## src/rtl/led_avalon_pkg.sv

```systemverilog
// Shared register map, mode encoding and bit positions for the LED Avalon agent.
// Also provides the byte-lane merge used for byte-enabled writes.
package led_avalon_pkg;

  localparam logic [1:0] ADDR_DATA   = 2'd0;
  localparam logic [1:0] ADDR_CTRL   = 2'd1;
  localparam logic [1:0] ADDR_PERIOD = 2'd2;
  localparam logic [1:0] ADDR_STATUS = 2'd3;

  typedef enum logic [1:0] {
    MODE_DIRECT = 2'd0,
    MODE_BLINK  = 2'd1,
    MODE_ROTATE = 2'd2,
    MODE_OFF    = 2'd3
  } led_mode_e;

  localparam int IRQ_EN_BIT   = 2;
  localparam int IRQ_PEND_BIT = 31;

  // Keep the old byte wherever its lane is disabled.
  function automatic logic [31:0] apply_be(input logic [31:0] old_val,
                                           input logic [31:0] new_val,
                                           input logic [3:0]  be);
    logic [31:0] result;
    result = old_val;
    for (int b = 0; b < 4; b++) begin
      if (be[b]) result[8*b +: 8] = new_val[8*b +: 8];
    end
    return result;
  endfunction

endpackage

```

## src/rtl/led_tick_gen.sv

```systemverilog
// Prescaler: counts down from PERIOD and emits a one-cycle tick at zero.
// A PERIOD write reloads the counter one cycle later, suppressing the tick that cycle.
module led_tick_gen #(
  parameter logic [31:0] PERIOD_RST = 32'd50000000
) (
  input  logic        clk,
  input  logic        reset,
  input  logic [31:0] period,
  input  logic        reload,
  output logic        tick
);

  logic [31:0] count;
  logic        reload_q;

  assign tick = (count == '0) && !reload_q;

  always_ff @(posedge clk) begin
    if (reset) begin
      count    <= PERIOD_RST;
      reload_q <= 1'b0;
    end else begin
      reload_q <= reload;
      if (reload_q || count == '0) begin
        count <= period;
      end else begin
        count <= count - 32'd1;
      end
    end
  end

endmodule

```

## src/rtl/led_avalon_agent.sv

```systemverilog
// Avalon-MM responder driving the LED test bus: register file, tick-driven
// blink/rotate patterns and a tick interrupt. Fixed read latency of one cycle.
module led_avalon_agent
  import led_avalon_pkg::*;
#(
  parameter int          LED_W      = 4,
  parameter int unsigned PERIOD_RST = 50000000,
  parameter int          CNT_W      = 16
) (
  input  logic             clk_clk,
  input  logic             reset_reset,
  input  logic [1:0]       avs_address,
  input  logic             avs_read,
  input  logic             avs_write,
  input  logic [31:0]      avs_writedata,
  input  logic [3:0]       avs_byteenable,
  output logic [31:0]      avs_readdata,
  output logic             avs_readdatavalid,
  output logic             avs_waitrequest,
  output logic [LED_W-1:0] led_readdata,
  output logic             irq
);

  logic             wr_acc, rd_acc;
  logic             wr_data, wr_ctrl, wr_period, wr_status;
  logic             tick;
  logic [LED_W-1:0] data_q, data_nx, pattern_q, pattern_nx, rot, led_nx;
  led_mode_e        mode_q, mode_nx;
  logic             irq_en_q, irq_en_nx;
  logic [31:0]      period_q, period_nx;
  logic [CNT_W-1:0] tick_cnt_q, tick_cnt_nx;
  logic             irq_pend_q, irq_pend_nx;
  logic             phase_q, phase_nx;
  logic [31:0]      rd_val;

  // A simultaneous read and write executes only the write.
  assign wr_acc    = avs_write && !avs_waitrequest;
  assign rd_acc    = avs_read && !avs_write && !avs_waitrequest;
  assign wr_data   = wr_acc && (avs_address == ADDR_DATA);
  assign wr_ctrl   = wr_acc && (avs_address == ADDR_CTRL);
  assign wr_period = wr_acc && (avs_address == ADDR_PERIOD);
  assign wr_status = wr_acc && (avs_address == ADDR_STATUS);

  led_tick_gen #(
    .PERIOD_RST(32'(PERIOD_RST))
  ) u_tick_gen (
    .clk   (clk_clk),
    .reset (reset_reset),
    .period(period_q),
    .reload(wr_period),
    .tick  (tick)
  );

  always_comb begin
    for (int i = 0; i < LED_W; i++) begin
      rot[i] = pattern_q[(i + LED_W - 1) % LED_W];
    end
  end

  always_comb begin
    data_nx = data_q;
    if (wr_data && avs_byteenable[0]) data_nx = avs_writedata[LED_W-1:0];

    mode_nx   = mode_q;
    irq_en_nx = irq_en_q;
    if (wr_ctrl && avs_byteenable[0]) begin
      mode_nx   = led_mode_e'(avs_writedata[1:0]);
      irq_en_nx = avs_writedata[IRQ_EN_BIT];
    end

    period_nx = wr_period ? apply_be(period_q, avs_writedata, avs_byteenable) : period_q;

    // Clear beats increment; set beats clear for the pending flag.
    tick_cnt_nx = tick_cnt_q;
    if (wr_status && avs_byteenable[0]) tick_cnt_nx = '0;
    else if (tick)                      tick_cnt_nx = tick_cnt_q + 1'b1;

    irq_pend_nx = irq_pend_q;
    if (tick && irq_en_q) irq_pend_nx = 1'b1;
    else if (wr_status && avs_byteenable[3] && avs_writedata[IRQ_PEND_BIT]) irq_pend_nx = 1'b0;

    phase_nx = phase_q ^ tick;

    pattern_nx = pattern_q;
    if (wr_data) pattern_nx = data_nx;
    else if (mode_nx == MODE_ROTATE && mode_q != MODE_ROTATE) pattern_nx = data_q;
    else if (tick && mode_q == MODE_ROTATE) pattern_nx = rot;

    // LEDs are computed from next state so they follow an event by one cycle.
    case (mode_nx)
      MODE_DIRECT: led_nx = data_nx;
      MODE_BLINK:  led_nx = phase_nx ? data_nx : '0;
      MODE_ROTATE: led_nx = pattern_nx;
      default:     led_nx = '0;
    endcase
  end

  always_comb begin
    rd_val = '0;
    case (avs_address)
      ADDR_DATA: rd_val[LED_W-1:0] = data_q;
      ADDR_CTRL: begin
        rd_val[1:0]       = mode_q;
        rd_val[IRQ_EN_BIT] = irq_en_q;
      end
      ADDR_PERIOD: rd_val = period_q;
      default: begin
        rd_val[CNT_W-1:0]    = tick_cnt_q;
        rd_val[IRQ_PEND_BIT] = irq_pend_q;
      end
    endcase
  end

  always_ff @(posedge clk_clk) begin
    if (reset_reset) begin
      data_q            <= '0;
      mode_q            <= MODE_DIRECT;
      irq_en_q          <= 1'b0;
      period_q          <= 32'(PERIOD_RST);
      tick_cnt_q        <= '0;
      irq_pend_q        <= 1'b0;
      phase_q           <= 1'b0;
      pattern_q         <= '0;
      led_readdata      <= '0;
      irq               <= 1'b0;
      avs_readdata      <= '0;
      avs_readdatavalid <= 1'b0;
      avs_waitrequest   <= 1'b1;
    end else begin
      data_q            <= data_nx;
      mode_q            <= mode_nx;
      irq_en_q          <= irq_en_nx;
      period_q          <= period_nx;
      tick_cnt_q        <= tick_cnt_nx;
      irq_pend_q        <= irq_pend_nx;
      phase_q           <= phase_nx;
      pattern_q         <= pattern_nx;
      led_readdata      <= led_nx;
      irq               <= irq_pend_q & irq_en_q;
      avs_readdatavalid <= rd_acc;
      avs_waitrequest   <= 1'b0;
      if (rd_acc) avs_readdata <= rd_val;
    end
  end

endmodule

```

## config.mk

```make
export PLATFORM = sky130hd
export DESIGN_NAME = led_avalon_agent
export DESIGN_NICKNAME = d
export VERILOG_FILES = /design/src/rtl/led_avalon_pkg.sv /design/src/rtl/led_tick_gen.sv /design/src/rtl/led_avalon_agent.sv
export SDC_FILE = /design/constraint.sdc
export NUM_CORES = 1
export LEC_CHECK = 0
export CAP_MARGIN = 20
export CORE_MARGIN = 2
export CORE_UTILIZATION = 55
export DETAILED_ROUTE_END_ITERATION = 8
export GPL_TIMING_DRIVEN = 0
export PLACE_DENSITY = 0.91
export SLEW_MARGIN = 20
export SYNTH_ARGS = -nofsm -noshare
export SYNTH_HDL_FRONTEND = slang
export SYNTH_SLANG_ARGS = --single-unit
```

## constraint.sdc

```tcl
create_clock -name clk_clk -period 3.3 [get_ports clk_clk]
set_input_delay 0.33 -clock clk_clk [delete_from_list [all_inputs] [get_ports clk_clk]]
set_output_delay 0.33 -clock clk_clk [all_outputs]
set_load 0.05 [all_outputs]
```

=== Yosys cells after proc, flatten, opt, wreduce, memory -nomap -nowiden ===
Cells that the tools add are included.

* Flip-flop bits (word level): 133
* Bits in latches: 0
* Memory bits (writable): 0
* Bits in read-only memories: 0
* Bits of input ports: 42
* Output and inout port bits: 39
* Logic and storage cells: 75
* Memories: 0

* Add/sub/neg operators: 2
* $mul: 0
* Divide/modulo/power cells: 0
* Order comparisons: 0
* Equal/unequal tests: 7
* Shifts and indexed selects: 0
* Multiplexer cells: 16
* Bitwise logic cells: 2
* Reduce and logical (&&, ||, !) cells: 30

{| class="wikitable"
|+ Operators by type and width
! operator !! count
|-
| $logic_not A32 Y1 || 1
|-
| $mux W32 || 1
|-
| $sub A32 B1 Y32 const B || 1
|-
| $pmux W12 S2 || 1
|-
| $mux W4 || 5
|-
| $add A16 B1 Y16 const B || 1
|-
| $logic_and A1 B1 Y1 || 16
|-
| $mux W15 || 1
|-
| $pmux W4 S3 || 1
|-
| $pmux W3 S3 || 1
|-
| $eq A2 B2 Y1 const B || 4
|-
| $reduce_and A2 Y1 || 4
|-
| $eq A2 B1 Y1 const B || 2
|-
| $logic_not A2 Y1 || 2
|-
| $reduce_or A2 Y1 || 2
|-
| $logic_not A1 Y1 || 3
|-
| $mux W1 || 3
|-
| $pmux W1 S3 || 1
|-
| $mux W2 || 1
|-
| $ne A2 B2 Y1 const B || 1
|-
| $pmux W1 S2 || 1
|-
| $reduce_bool A2 Y1 || 1
|-
| $and A1 B1 Y1 || 1
|-
| $logic_or A1 B1 Y1 || 1
|-
| $xor A1 B1 Y1 || 1
|}

=== Depth between registers and ports, before layout ===
Gate-level depths: netlist of the first run.

* Depth in word-level cells: 10
* Depth in mapped cells: 9
* Depth with buffers taken out: 7

=== Hierarchy ===
Synthesis of the first run repeated with hierarchy kept, for this count alone.

* Cells, all modules: 640
* Area, all modules: 5,828.1 sq um

{| class="wikitable"
|+ Modules (own cells, without submodules)
! module !! instances !! cells each !! area each (sq um)
|-
| led_avalon_agent || 1 || 429 || 4,002.6
|-
| led_tick_gen || 1 || 211 || 1,825.5
|}

=== Worst setup path after synthesis of the first run ===
OpenSTA, ideal clock, no wires.

* Kind: reg2reg
* Start: reg u_tick_gen.count[18]
* End: reg u_tick_gen.count[10]
* Setup time: 138 ps
* Arrival: 2,410 ps
* Data required time: 3,162 ps
* Path slack: 753 ps
* Stages on the path, launching flop included: 9
* Path buffers: 3
* Clock period less this slack: 2,547 ps
* Cells stage by stage: dfxtp_1 > or4_4 > or2_1 > buf_2 > or4b_2 > clkbuf_1 > clkbuf_1 > a21oi_1 > a211oi_1

* Word-level cells in the longest chain between the ends: 3

{| class="wikitable"
|+ RTL lines
! element !! RTL line !! text
|-
| start: declaration || led_tick_gen.sv:13 || <nowiki>logic [31:0] count;</nowiki>
|-
| start signal: assignment || led_tick_gen.sv:25 || <nowiki>count <= period;</nowiki>
|-
| start signal: assignment || led_tick_gen.sv:27 || <nowiki>count <= count - 32'd1;</nowiki>
|-
| $logic_not A32 Y1 || led_tick_gen.sv:24 || <nowiki>if (reload_q || count == '0) begin</nowiki>
|-
| $logic_or A1 B1 Y1 || led_tick_gen.sv:24 ||
|-
| $mux W32 || led_tick_gen.sv:24 ||
|}

No other way between the ends.
A chain may end at the register's enable or synchronous reset.

=== Worst setup path in the final report of the first run ===
* Start: reg u_tick_gen.count[10]
* End: reg tick_cnt_q[5]

* Word-level cells in the longest chain between the ends: 2

{| class="wikitable"
|+ RTL lines
! element !! RTL line !! text
|-
| $logic_not A32 Y1 || led_tick_gen.sv:16 || <nowiki>assign tick = (count == '0) && !reload_q;</nowiki>
|-
| $logic_and A1 B1 Y1 || led_tick_gen.sv:16 ||
|-
| end signal: assignment || led_avalon_agent.sv:134 || <nowiki>tick_cnt_q <= tick_cnt_nx;</nowiki>
|-
| end: declaration || led_avalon_agent.sv:31 || <nowiki>logic [CNT_W-1:0] tick_cnt_q, tick_cnt_nx;</nowiki>
|}

No other way between the ends.

==> metrics.txt, run 1 <==
# TYPE chip_impl_metric gauge
chip_impl_info{name="outcome",value="finished clean"} 1
chip_impl_metric{name="finalMaxSlewViolations",unit=""} 0
chip_impl_metric{name="grt_util_met2",unit=""} 0.531
chip_impl_metric{name="syn_area_per_cell",unit="sq um"} 8.68
chip_impl_metric{name="area_delta_synth_final",unit="%"} 26.5
chip_impl_metric{name="fraction_of_met1_tracks_used_by_global_routing",unit=""} 0.430
chip_impl_info{name="root_buffer",value="sky130_fd_sc_hd__clkbuf_8"} 1
chip_impl_metric{name="filler_cell_count",unit=""} 825
chip_impl_info{name="timing.hold.worst.class",value="input port to register"} 1
chip_impl_metric{name="grt_antenna_before_repair",unit=""} 0
chip_impl_metric{name="pre_cts_slack",unit="ps"} 149
chip_impl_metric{name="dr_wl_cell",unit="um"} 20.7
chip_impl_metric{name="synthCells",unit=""} 689
chip_impl_metric{name="number_of_enable_type_register_cells_in_the_synthesized_netlist",unit=""} 0
chip_impl_metric{name="worst-endpoint-arrival",unit="ps"} 3540
chip_impl_metric{name="buffers_inserted_during_post_cts_setup_optimization",unit=""} 0
chip_impl_metric{name="worstRegToRegCells",unit=""} 6
chip_impl_metric{name="synthesis.yosys.warnings",unit=""} 0
chip_impl_info{name="critPathSlowestCell",value="sky130_fd_sc_hd__or4_1"} 1
chip_impl_metric{name="hpwl",unit="mm"} 13.4
chip_impl_metric{name="multi_input_area",unit="sq um"} 3130
chip_impl_metric{name="grt_use_total",unit=""} 0.339
chip_impl_metric{name="diodes",unit=""} 0
chip_impl_metric{name="finalCriticalPeriod",unit="ps"} 3070
chip_impl_info{name="setup_repair_after_global_routing_missed_its_margin",value="false"} 1
chip_impl_metric{name="route.final.wire_length",unit="mm"} 19.4
chip_impl_metric{name="io_pins",unit=""} 81
chip_impl_info{name="grt-busiest-layer",value="met2"} 1
chip_impl_metric{name="initial_drc_count",unit=""} 676
chip_impl_metric{name="postSynthRegisterBits",unit=""} 133
chip_impl_metric{name="max_cap_violations",unit=""} 0
chip_impl_metric{name="worst_skew_pair.late_latency",unit="ps"} 540
chip_impl_metric{name="hold-path-cell-count",unit=""} 3
chip_impl_metric{name="timing.final.hold_violations",unit=""} 0
chip_impl_metric{name="clock_tree.buffer_depth",unit=""} 2
chip_impl_metric{name="core_region_area",unit="sq um"} 10700
chip_impl_metric{name="floorplan.initialDensity",unit=""} 0.556
chip_impl_metric{name="drcViolationCount",unit=""} 0
chip_impl_metric{name="netlist_area",unit="sq um"} 5980
chip_impl_metric{name="max_freq",unit="GHz"} 0.326
chip_impl_info{name="timing_worst_setup_path_type",value="register to register"} 1
chip_impl_metric{name="timing.max_slew.rel_slack",unit=""} 0.462
chip_impl_metric{name="globalplace.congestion",unit=""} 0.952
chip_impl_metric{name="routed_via_density",unit=""} 6.61
chip_impl_info{name="worst_path_most_repeated_cell",value="sky130_fd_sc_hd__or4_1"} 1
chip_impl_metric{name="port_buffers",unit=""} 78
chip_impl_metric{name="drtAntennaViolNets",unit=""} 0
chip_impl_metric{name="setup_ws",unit="ps"} 232
chip_impl_metric{name="dieHeight",unit="um"} 108
chip_impl_metric{name="total_leakage_power",unit="nW"} 2.56
chip_impl_metric{name="worst-slew-pin-transition",unit="ps"} 800
chip_impl_metric{name="placementRows",unit=""} 38
chip_impl_metric{name="drive_above_1_share",unit=""} 0.0814
chip_impl_info{name="worst_r2r_startpoint",value="u_tick_gen.count[10]$_SDFF_PP0_"} 1
chip_impl_metric{name="global_route.usage.met3",unit=""} 0.0916
chip_impl_metric{name="grt_max_degree",unit=""} 17
chip_impl_metric{name="path_max_fanout",unit=""} 9
chip_impl_metric{name="vias_in_the_first_global_route",unit=""} 5947
chip_impl_info{name="startpoint_type",value="register"} 1
chip_impl_metric{name="worst_clk_skew",unit="ps"} 7.18
chip_impl_metric{name="reg2reg_slack",unit="ps"} 230
chip_impl_metric{name="first_pass_grt_wire_length",unit="mm"} 30.0
chip_impl_metric{name="clock_sink_count",unit=""} 133
chip_impl_metric{name="htreeDepth",unit=""} 4
chip_impl_metric{name="die_width",unit="um"} 108
chip_impl_info{name="timing.critical_path.to",value="tick_cnt_q[5]$_SDFFE_PP0P_"} 1
chip_impl_metric{name="ys_types",unit=""} 59
chip_impl_metric{name="cts_made_buffers",unit=""} 17
chip_impl_metric{name="worst_setup_hold_path_clk_slew",unit="ps"} 60
chip_impl_metric{name="sequential_fraction_of_the_synthesis_area",unit=""} 0.445
chip_impl_info{name="tritoncts",value="yes"} 1
chip_impl_metric{name="worst_vdd_ir",unit="mV"} 0.504
chip_impl_info{name="crit_chain",value="nor4_2 > nand4_1 > or4_1 > clkbuf_1 > or4_1 > a21oi_1"} 1
chip_impl_metric{name="drt_pass1_iterations",unit=""} 6
chip_impl_metric{name="grt_remaining_overflow",unit=""} 0
chip_impl_metric{name="fin_crit_sh",unit=""} 0.930
chip_impl_metric{name="critical_path.max_stage_delay",unit="ps"} 700
chip_impl_metric{name="overall_die_area",unit="sq um"} 11700
chip_impl_info{name="critical_path.endpoint_type",value="register"} 1
chip_impl_info{name="reg_to_reg_endpoint",value="tick_cnt_q[5]$_SDFFE_PP0P_"} 1
chip_impl_metric{name="worstPathRequired",unit="ps"} 3770
chip_impl_metric{name="setup_viol",unit=""} 0
chip_impl_metric{name="number_of_nets_in_the_final_layout",unit=""} 831
chip_impl_metric{name="share_of_flip_flops_with_an_asynchronous_set_or_reset",unit=""} 0
chip_impl_metric{name="seqCellArea",unit="sq um"} 2660
chip_impl_metric{name="fin_setup_tns",unit="ps"} 0
chip_impl_info{name="critPathLaunch",value="u_tick_gen.count[10]$_SDFF_PP0_"} 1
chip_impl_metric{name="final_core_util",unit=""} 0.704
chip_impl_metric{name="power_density",unit="nW/um^2"} 535
chip_impl_info{name="postSynth.topFlopCell",value="sky130_fd_sc_hd__dfxtp_1"} 1
chip_impl_metric{name="vias",unit=""} 6207
chip_impl_metric{name="net_count_synth",unit=""} 734
[flip-flops by register name, indices dropped and copies added (netlist names), 2 cells and up]
name              count
pattern_q             4
tick_cnt_q           16
period_q             32
mode_q                2
avs_readdata         32
data_q                4
u_tick_gen.count     32
led_readdata          4
[metrics by stage]
step / instance area (sq um) / hold WS, ps / total power, mW / instances
after floorplan: 5980 / 358 / 1.94 / 689
final: 7560 / 251 / 4.04 / 939
after global placement: 6940 / 443 / 2.07 / 907
after global routing: 7560 / 269 / 4.15 / 939
after detailed placement: 6940 / 447 / 2.08 / 907
after CTS: 7550 / 226 / 4.03 / 939
[cell type report]
type,count,share of cell area
multi-input combinational,503,0.413
sequential,133,0.352
clock buffer,23,0.0604
timing repair buffer,78,0.103
tap,140,0.0232
buffer,46,0.0243
inverter,7,0.00347
clock inverter,9,0.0199
[placed cells by master, fill, tap and decap left out, types with 3 or more instances in the layout]
| master | instances |
|---|---|
| sky130_fd_sc_hd__a211oi_1 | 20 |
| sky130_fd_sc_hd__a21oi_1 | 72 |
| sky130_fd_sc_hd__a22o_1 | 15 |
| sky130_fd_sc_hd__a22oi_1 | 5 |
| sky130_fd_sc_hd__and2_1 | 3 |
| sky130_fd_sc_hd__buf_1 | 5 |
| sky130_fd_sc_hd__buf_2 | 3 |
| sky130_fd_sc_hd__bufinv_16 | 4 |
| sky130_fd_sc_hd__clkbuf_1 | 41 |
| sky130_fd_sc_hd__clkbuf_16 | 16 |
| sky130_fd_sc_hd__clkbuf_8 | 3 |
| sky130_fd_sc_hd__clkdlybuf4s50_1 | 78 |
| sky130_fd_sc_hd__clkinv_2 | 3 |
| sky130_fd_sc_hd__dfxtp_1 | 133 |
| sky130_fd_sc_hd__ha_1 | 3 |
| sky130_fd_sc_hd__inv_1 | 6 |
| sky130_fd_sc_hd__mux2_2 | 17 |
| sky130_fd_sc_hd__mux2i_1 | 8 |
| sky130_fd_sc_hd__mux4_2 | 3 |
| sky130_fd_sc_hd__nand2_1 | 80 |
| sky130_fd_sc_hd__nand2b_1 | 6 |
| sky130_fd_sc_hd__nand3_1 | 48 |
| sky130_fd_sc_hd__nand3b_1 | 6 |
| sky130_fd_sc_hd__nand4_1 | 9 |
| sky130_fd_sc_hd__nand4b_1 | 4 |
| sky130_fd_sc_hd__nor2_1 | 39 |
| sky130_fd_sc_hd__nor3_1 | 21 |
| sky130_fd_sc_hd__nor4_1 | 18 |
| sky130_fd_sc_hd__o211ai_1 | 4 |
| sky130_fd_sc_hd__o21ai_0 | 28 |
| sky130_fd_sc_hd__o31a_1 | 3 |
| sky130_fd_sc_hd__o31ai_1 | 4 |
| sky130_fd_sc_hd__o32ai_1 | 4 |
| sky130_fd_sc_hd__or3_1 | 11 |
| sky130_fd_sc_hd__or4_1 | 8 |
| sky130_fd_sc_hd__xnor2_1 | 26 |
| sky130_fd_sc_hd__xor2_1 | 6 |
[worst min path at each step]
stage | start | endpoint
floorplan | reset_reset | avs_waitrequest$_DFF_P_
global placement | avs_readdata[9]$_SDFFE_PP0P_ | avs_readdata[9]$_SDFFE_PP0P_
detailed placement | avs_readdata[31]$_SDFFE_PP0P_ | avs_readdata[31]$_SDFFE_PP0P_
CTS | avs_byteenable[1] | period_q[8]$_SDFFE_PP0P_
global route | reset_reset | avs_waitrequest$_DFF_P_
finish | avs_byteenable[1] | period_q[8]$_SDFFE_PP0P_
[layer usage]
layer / up-vias / share of wire
met5: - / 0
met4: 0 / 0.039
met3: 84 / 0.10
met2: 421 / 0.46
met1: 2977 / 0.39
li1: 2725 / -
[synth_stat cells, types with 2 or more instances]
cell,number,area (sq um)
sky130_fd_sc_hd__a211oi_1,20,150
sky130_fd_sc_hd__a21boi_0,2,15.0
sky130_fd_sc_hd__a21oi_1,72,360
sky130_fd_sc_hd__a22o_1,15,131
sky130_fd_sc_hd__a22oi_1,5,37.5
sky130_fd_sc_hd__and2_1,3,18.8
sky130_fd_sc_hd__and3_1,2,12.5
sky130_fd_sc_hd__buf_1,5,18.8
sky130_fd_sc_hd__buf_2,3,15.0
sky130_fd_sc_hd__clkbuf_1,37,139
sky130_fd_sc_hd__dfxtp_1,133,2660
sky130_fd_sc_hd__ha_1,3,37.5
sky130_fd_sc_hd__inv_1,6,22.5
sky130_fd_sc_hd__mux2_2,17,191
sky130_fd_sc_hd__mux2i_1,8,80.1
sky130_fd_sc_hd__mux4_2,3,67.6
sky130_fd_sc_hd__nand2_1,80,300
sky130_fd_sc_hd__nand2b_1,6,37.5
sky130_fd_sc_hd__nand3_1,49,245
sky130_fd_sc_hd__nand3b_1,6,45.0
sky130_fd_sc_hd__nand4_1,9,56.3
sky130_fd_sc_hd__nand4b_1,4,35.0
sky130_fd_sc_hd__nor2_1,39,146
sky130_fd_sc_hd__nor2b_1,2,12.5
sky130_fd_sc_hd__nor3_1,21,105
sky130_fd_sc_hd__nor4_1,18,113
sky130_fd_sc_hd__nor4_2,2,25.0
sky130_fd_sc_hd__nor4b_1,2,17.5
sky130_fd_sc_hd__o211ai_1,4,30.0
sky130_fd_sc_hd__o21ai_0,28,140
sky130_fd_sc_hd__o31a_1,3,26.3
sky130_fd_sc_hd__o31ai_1,4,30.0
sky130_fd_sc_hd__o32ai_1,4,35.0
sky130_fd_sc_hd__or3_1,11,68.8
sky130_fd_sc_hd__or3_2,2,15.0
sky130_fd_sc_hd__or4_1,8,60.1
sky130_fd_sc_hd__xnor2_1,26,228
sky130_fd_sc_hd__xor2_1,6,52.6
[cell families (layout without fill, tap and decap cells)]
kind of cell             after synthesis  after routing  share of synthesized area
XOR/XNOR                              32             32                     0.0469
AO/OA/AOI/OAI                        164            164                      0.169
multiplexers                          28             28                     0.0567
flip-flops                           133            133                      0.445
AND/OR/NAND/NOR                      276            276                      0.240
adder cells (fa/ha/maj)                3              3                    0.00628
buffers and inverters                 53            163                     0.0352
[power by group]
part / switching (mW) / internal (mW) / leakage (nW)
Clock: 0.701 / 1.26 / 0.292
Combinational: 0.228 / 0.151 / 1.19
Sequential: 0.0473 / 1.65 / 1.08
Total: 0.976 / 3.07 / 2.56
[critical path, delay by kind of cell (launching register included)]
family / cells / cell delay (ps)
buffers and inverters: 1 / 190
AO/OA/AOI/OAI: 1 / 140
flip-flops: 1 / 340
AND/OR/NAND/NOR: 4 / 2320
[what timing repair did]
| action | 4_1_cts | 5_1_grt |
|---|---|---|
| hold buffers | 0 | 0 |
| setup endpoints to repair | 0 | 26 |
| gates resized for setup | 0 | 3 |
(Power assumes the default switching activity.)
==> run 2: changes to the inputs <==
--- a/config.mk
+++ b/config.mk
@@ -7,10 +7,10 @@
 export LEC_CHECK = 0
 export CAP_MARGIN = 20
 export CORE_MARGIN = 2
-export CORE_UTILIZATION = 55
+export CORE_UTILIZATION = 40
 export DETAILED_ROUTE_END_ITERATION = 8
 export GPL_TIMING_DRIVEN = 0
-export PLACE_DENSITY = 0.91
+export PLACE_DENSITY = 0.72
 export SLEW_MARGIN = 20
 export SYNTH_ARGS = -nofsm -noshare
 export SYNTH_HDL_FRONTEND = slang
==> metrics.txt, run 2 (same netlist as run 1, synthesis figures left out) <==
# TYPE chip_impl_metric gauge
chip_impl_info{name="crit_chain",value="nor4_2 > nand3_1 > or4b_2 > clkbuf_1 > clkbuf_1 > a21oi_1 > a211oi_1"} 1
chip_impl_metric{name="clock_sink_count",unit=""} 133
chip_impl_metric{name="total_leakage_power",unit="nW"} 2.54
chip_impl_metric{name="overall_die_area",unit="sq um"} 15900
chip_impl_metric{name="worst-endpoint-arrival",unit="ps"} 3440
chip_impl_metric{name="number_of_nets_in_the_final_layout",unit=""} 831
chip_impl_metric{name="grt_antenna_before_repair",unit=""} 0
chip_impl_metric{name="post_cts.resized_instances",unit=""} 0
chip_impl_info{name="critical_path.endpoint_type",value="register"} 1
chip_impl_metric{name="final_core_util",unit=""} 0.520
chip_impl_metric{name="swShare",unit=""} 0.247
chip_impl_info{name="tritoncts",value="yes"} 1
chip_impl_info{name="hold_path_sink",value="period_q[9]$_SDFFE_PP0P_"} 1
chip_impl_metric{name="hpwl",unit="mm"} 12.7
chip_impl_metric{name="worst_setup_hold_path_clk_slew",unit="ps"} 60
chip_impl_info{name="reg_to_reg_endpoint",value="u_tick_gen.count[11]$_SDFF_PP0_"} 1
chip_impl_info{name="outcome",value="finished clean"} 1
chip_impl_metric{name="hold_buffers",unit=""} 0
chip_impl_metric{name="dr_wl_cell",unit="um"} 18.1
chip_impl_metric{name="core_region_area",unit="sq um"} 14600
chip_impl_metric{name="vias_in_the_first_global_route",unit=""} 5433
chip_impl_metric{name="globalplace.congestion",unit=""} 0.875
chip_impl_metric{name="reported_net_switching_power",unit="mW"} 0.974
chip_impl_metric{name="worstPathRequired",unit="ps"} 3580
chip_impl_metric{name="critical_path.max_stage_delay",unit="ps"} 800
chip_impl_metric{name="buffers_inserted_during_post_cts_setup_optimization",unit=""} 0
chip_impl_metric{name="max_freq",unit="GHz"} 0.317
chip_impl_metric{name="htreeDepth",unit=""} 4
chip_impl_metric{name="worst_skew_pair.late_latency",unit="ps"} 420
chip_impl_metric{name="worstRegToRegCells",unit=""} 7
chip_impl_info{name="timing.hold.worst.class",value="input port to register"} 1
chip_impl_info{name="root_buffer",value="sky130_fd_sc_hd__clkbuf_16"} 1
chip_impl_info{name="final_common_cell",value="sky130_fd_sc_hd__dfxtp_1"} 1
chip_impl_metric{name="power_density",unit="nW/um^2"} 520
chip_impl_metric{name="initial_drc_count",unit=""} 366
chip_impl_info{name="worst_path_most_repeated_cell",value="sky130_fd_sc_hd__clkbuf_1"} 1
chip_impl_metric{name="floorplan.initialDensity",unit=""} 0.410
chip_impl_metric{name="drcViolationCount",unit=""} 0
chip_impl_metric{name="grt_remaining_overflow",unit=""} 0
chip_impl_metric{name="drive_above_1_share",unit=""} 0.0839
chip_impl_info{name="layout.cells.most_common_list",value="133 x sky130_fd_sc_hd__dfxtp_1, 80 x sky130_fd_sc_hd__nand2_1, 78 x sky130_fd_sc_hd__clkdlybuf4s50_1"} 1
chip_impl_metric{name="pre_cts_slack",unit="ps"} 232
chip_impl_metric{name="route.final.wire_length",unit="mm"} 17.8
chip_impl_metric{name="path_max_fanout",unit=""} 10
chip_impl_info{name="critPathSlowestCell",value="sky130_fd_sc_hd__or4b_2"} 1
chip_impl_info{name="worstHoldStart",value="avs_byteenable[1]"} 1
chip_impl_metric{name="placementRows",unit=""} 44
chip_impl_metric{name="max_cap_violations",unit=""} 0
chip_impl_metric{name="drtAntennaViolNets",unit=""} 0
chip_impl_metric{name="drt_pass1_iterations",unit=""} 5
chip_impl_metric{name="holdWs",unit="ps"} 373
chip_impl_metric{name="port_buffers",unit=""} 78
chip_impl_metric{name="worst_vdd_ir",unit="mV"} 0.346
chip_impl_metric{name="share_clk_of_total_power",unit=""} 0.480
chip_impl_metric{name="grt_max_degree",unit=""} 17
chip_impl_metric{name="clock_tree.buffer_depth",unit=""} 2
chip_impl_info{name="setup_repair_after_global_routing_missed_its_margin",value="false"} 1
chip_impl_metric{name="die_width",unit="um"} 126
chip_impl_metric{name="grt_use_total",unit=""} 0.226
chip_impl_metric{name="fin_crit_sh",unit=""} 0.957
chip_impl_metric{name="fin_setup_tns",unit="ps"} 0
chip_impl_metric{name="first_pass_grt_wire_length",unit="mm"} 28.3
chip_impl_metric{name="io_pins",unit=""} 81
chip_impl_metric{name="timing.final.hold_violations",unit=""} 0
chip_impl_metric{name="cellInternalPower",unit="mW"} 2.97
chip_impl_metric{name="worst-slew-pin-transition",unit="ps"} 812
chip_impl_metric{name="worst_clk_skew",unit="ps"} 6.58
chip_impl_metric{name="setup_ws",unit="ps"} 141
chip_impl_metric{name="power_frac_comb",unit=""} 0.091
chip_impl_metric{name="cts_made_buffers",unit=""} 17
chip_impl_metric{name="reg2reg_slack",unit="ps"} 140
chip_impl_info{name="layout_top_registers",value="avs_readdata (32), period_q (32), u_tick_gen.count (32)"} 1
chip_impl_info{name="timing_worst_setup_path_type",value="register to register"} 1
chip_impl_metric{name="diodes",unit=""} 0
chip_impl_metric{name="setup_viol",unit=""} 0
chip_impl_metric{name="timing.max_slew.rel_slack",unit=""} 0.451
chip_impl_metric{name="vias",unit=""} 5625
chip_impl_metric{name="dieHeight",unit="um"} 126
chip_impl_metric{name="area_delta_synth_final",unit="%"} 27.0
chip_impl_metric{name="finalMaxSlewViolations",unit=""} 0
chip_impl_metric{name="routed_via_density",unit=""} 5.72
chip_impl_metric{name="finalCriticalPeriod",unit="ps"} 3160
chip_impl_metric{name="hold-path-cell-count",unit=""} 3
chip_impl_info{name="startpoint_type",value="register"} 1
chip_impl_info{name="worst_r2r_startpoint",value="u_tick_gen.count[10]$_SDFF_PP0_"} 1
chip_impl_metric{name="pwr-share-seq",unit=""} 0.429
-- run 2: area by class of cell --
class | instances | area [sq um]
buffer | 46 | 184
clock inverter | 11 | 124
sequential | 133 | 2660
tap | 184 | 230
inverter | 7 | 26.3
clock buffer | 21 | 470
fill | 1356 | 7000
multi-input combinational | 503 | 3110
timing repair buffer | 78 | 781
-- run 2: critical path, delay by kind of cell (launching register included) --
kind / cells / cell delay [ps]
compound gates: 2 / 400
buf+inv: 2 / 440
flops: 1 / 350
simple gates: 3 / 1840
-- run 2: power by group through the flow --
| stage | combinational, mW | sequential [mW] | clock (mW) |
|---|---|---|---|
| 2_1_floorplan | 0.209 | 1.74 | 0 |
| 3_3_place_gp | 0.352 | 1.73 | 0 |
| 3_5_place_dp | 0.352 | 1.73 | 0 |
| 4_1_cts | 0.357 | 1.69 | 1.91 |
| 5_1_grt | 0.392 | 1.70 | 1.98 |
| 6_report | 0.360 | 1.69 | 1.89 |
-- run 2: per-stage QoR --
step                      area, sq um  std cells  power [mW]
after global placement           6990        951        2.08
after global routing             7590        983        4.07
after floorplan                  5980        689        1.94
final                            7590        983        3.95
after CTS                        7590        983        3.96
after detailed placement         7000        951        2.08
-- run 2: routing by layer --
layer,track usage,vias up,part of all wire
met3,0.0510,29,0.064
met4,0.0737,0,0.019
met1,0.316,2705,0.46
met2,0.347,176,0.46
met5,0,-,0
li1,-,2715,-
-- run 2: worst max-delay path by stage --
stage                                                from                         endpoint  slack [ps]  cells past startpoint
final                     u_tick_gen.count[10]$_SDFF_PP0_  u_tick_gen.count[11]$_SDFF_PP0_         140                      7
after global routing      u_tick_gen.count[10]$_SDFF_PP0_  u_tick_gen.count[11]$_SDFF_PP0_          60                      7
after CTS                 u_tick_gen.count[10]$_SDFF_PP0_  u_tick_gen.count[11]$_SDFF_PP0_         210                      7
after detailed placement  u_tick_gen.count[10]$_SDFF_PP0_  u_tick_gen.count[10]$_SDFF_PP0_         230                      7
after global placement    u_tick_gen.count[10]$_SDFF_PP0_  u_tick_gen.count[10]$_SDFF_PP0_         230                      7
after floorplan           u_tick_gen.count[18]$_SDFF_PP0_  u_tick_gen.count[10]$_SDFF_PP0_         750                      8
==> run 3: changes to the inputs <==
--- a/config.mk
+++ b/config.mk
@@ -8,6 +8,7 @@
 export CAP_MARGIN = 20
 export CORE_MARGIN = 2
 export CORE_UTILIZATION = 40
+export CTS_CLUSTER_DIAMETER = 60
 export DETAILED_ROUTE_END_ITERATION = 8
 export GPL_TIMING_DRIVEN = 0
 export PLACE_DENSITY = 0.72
==> results of run 3 <==
Final layout, timing and power as in run 2 (identical DEF).
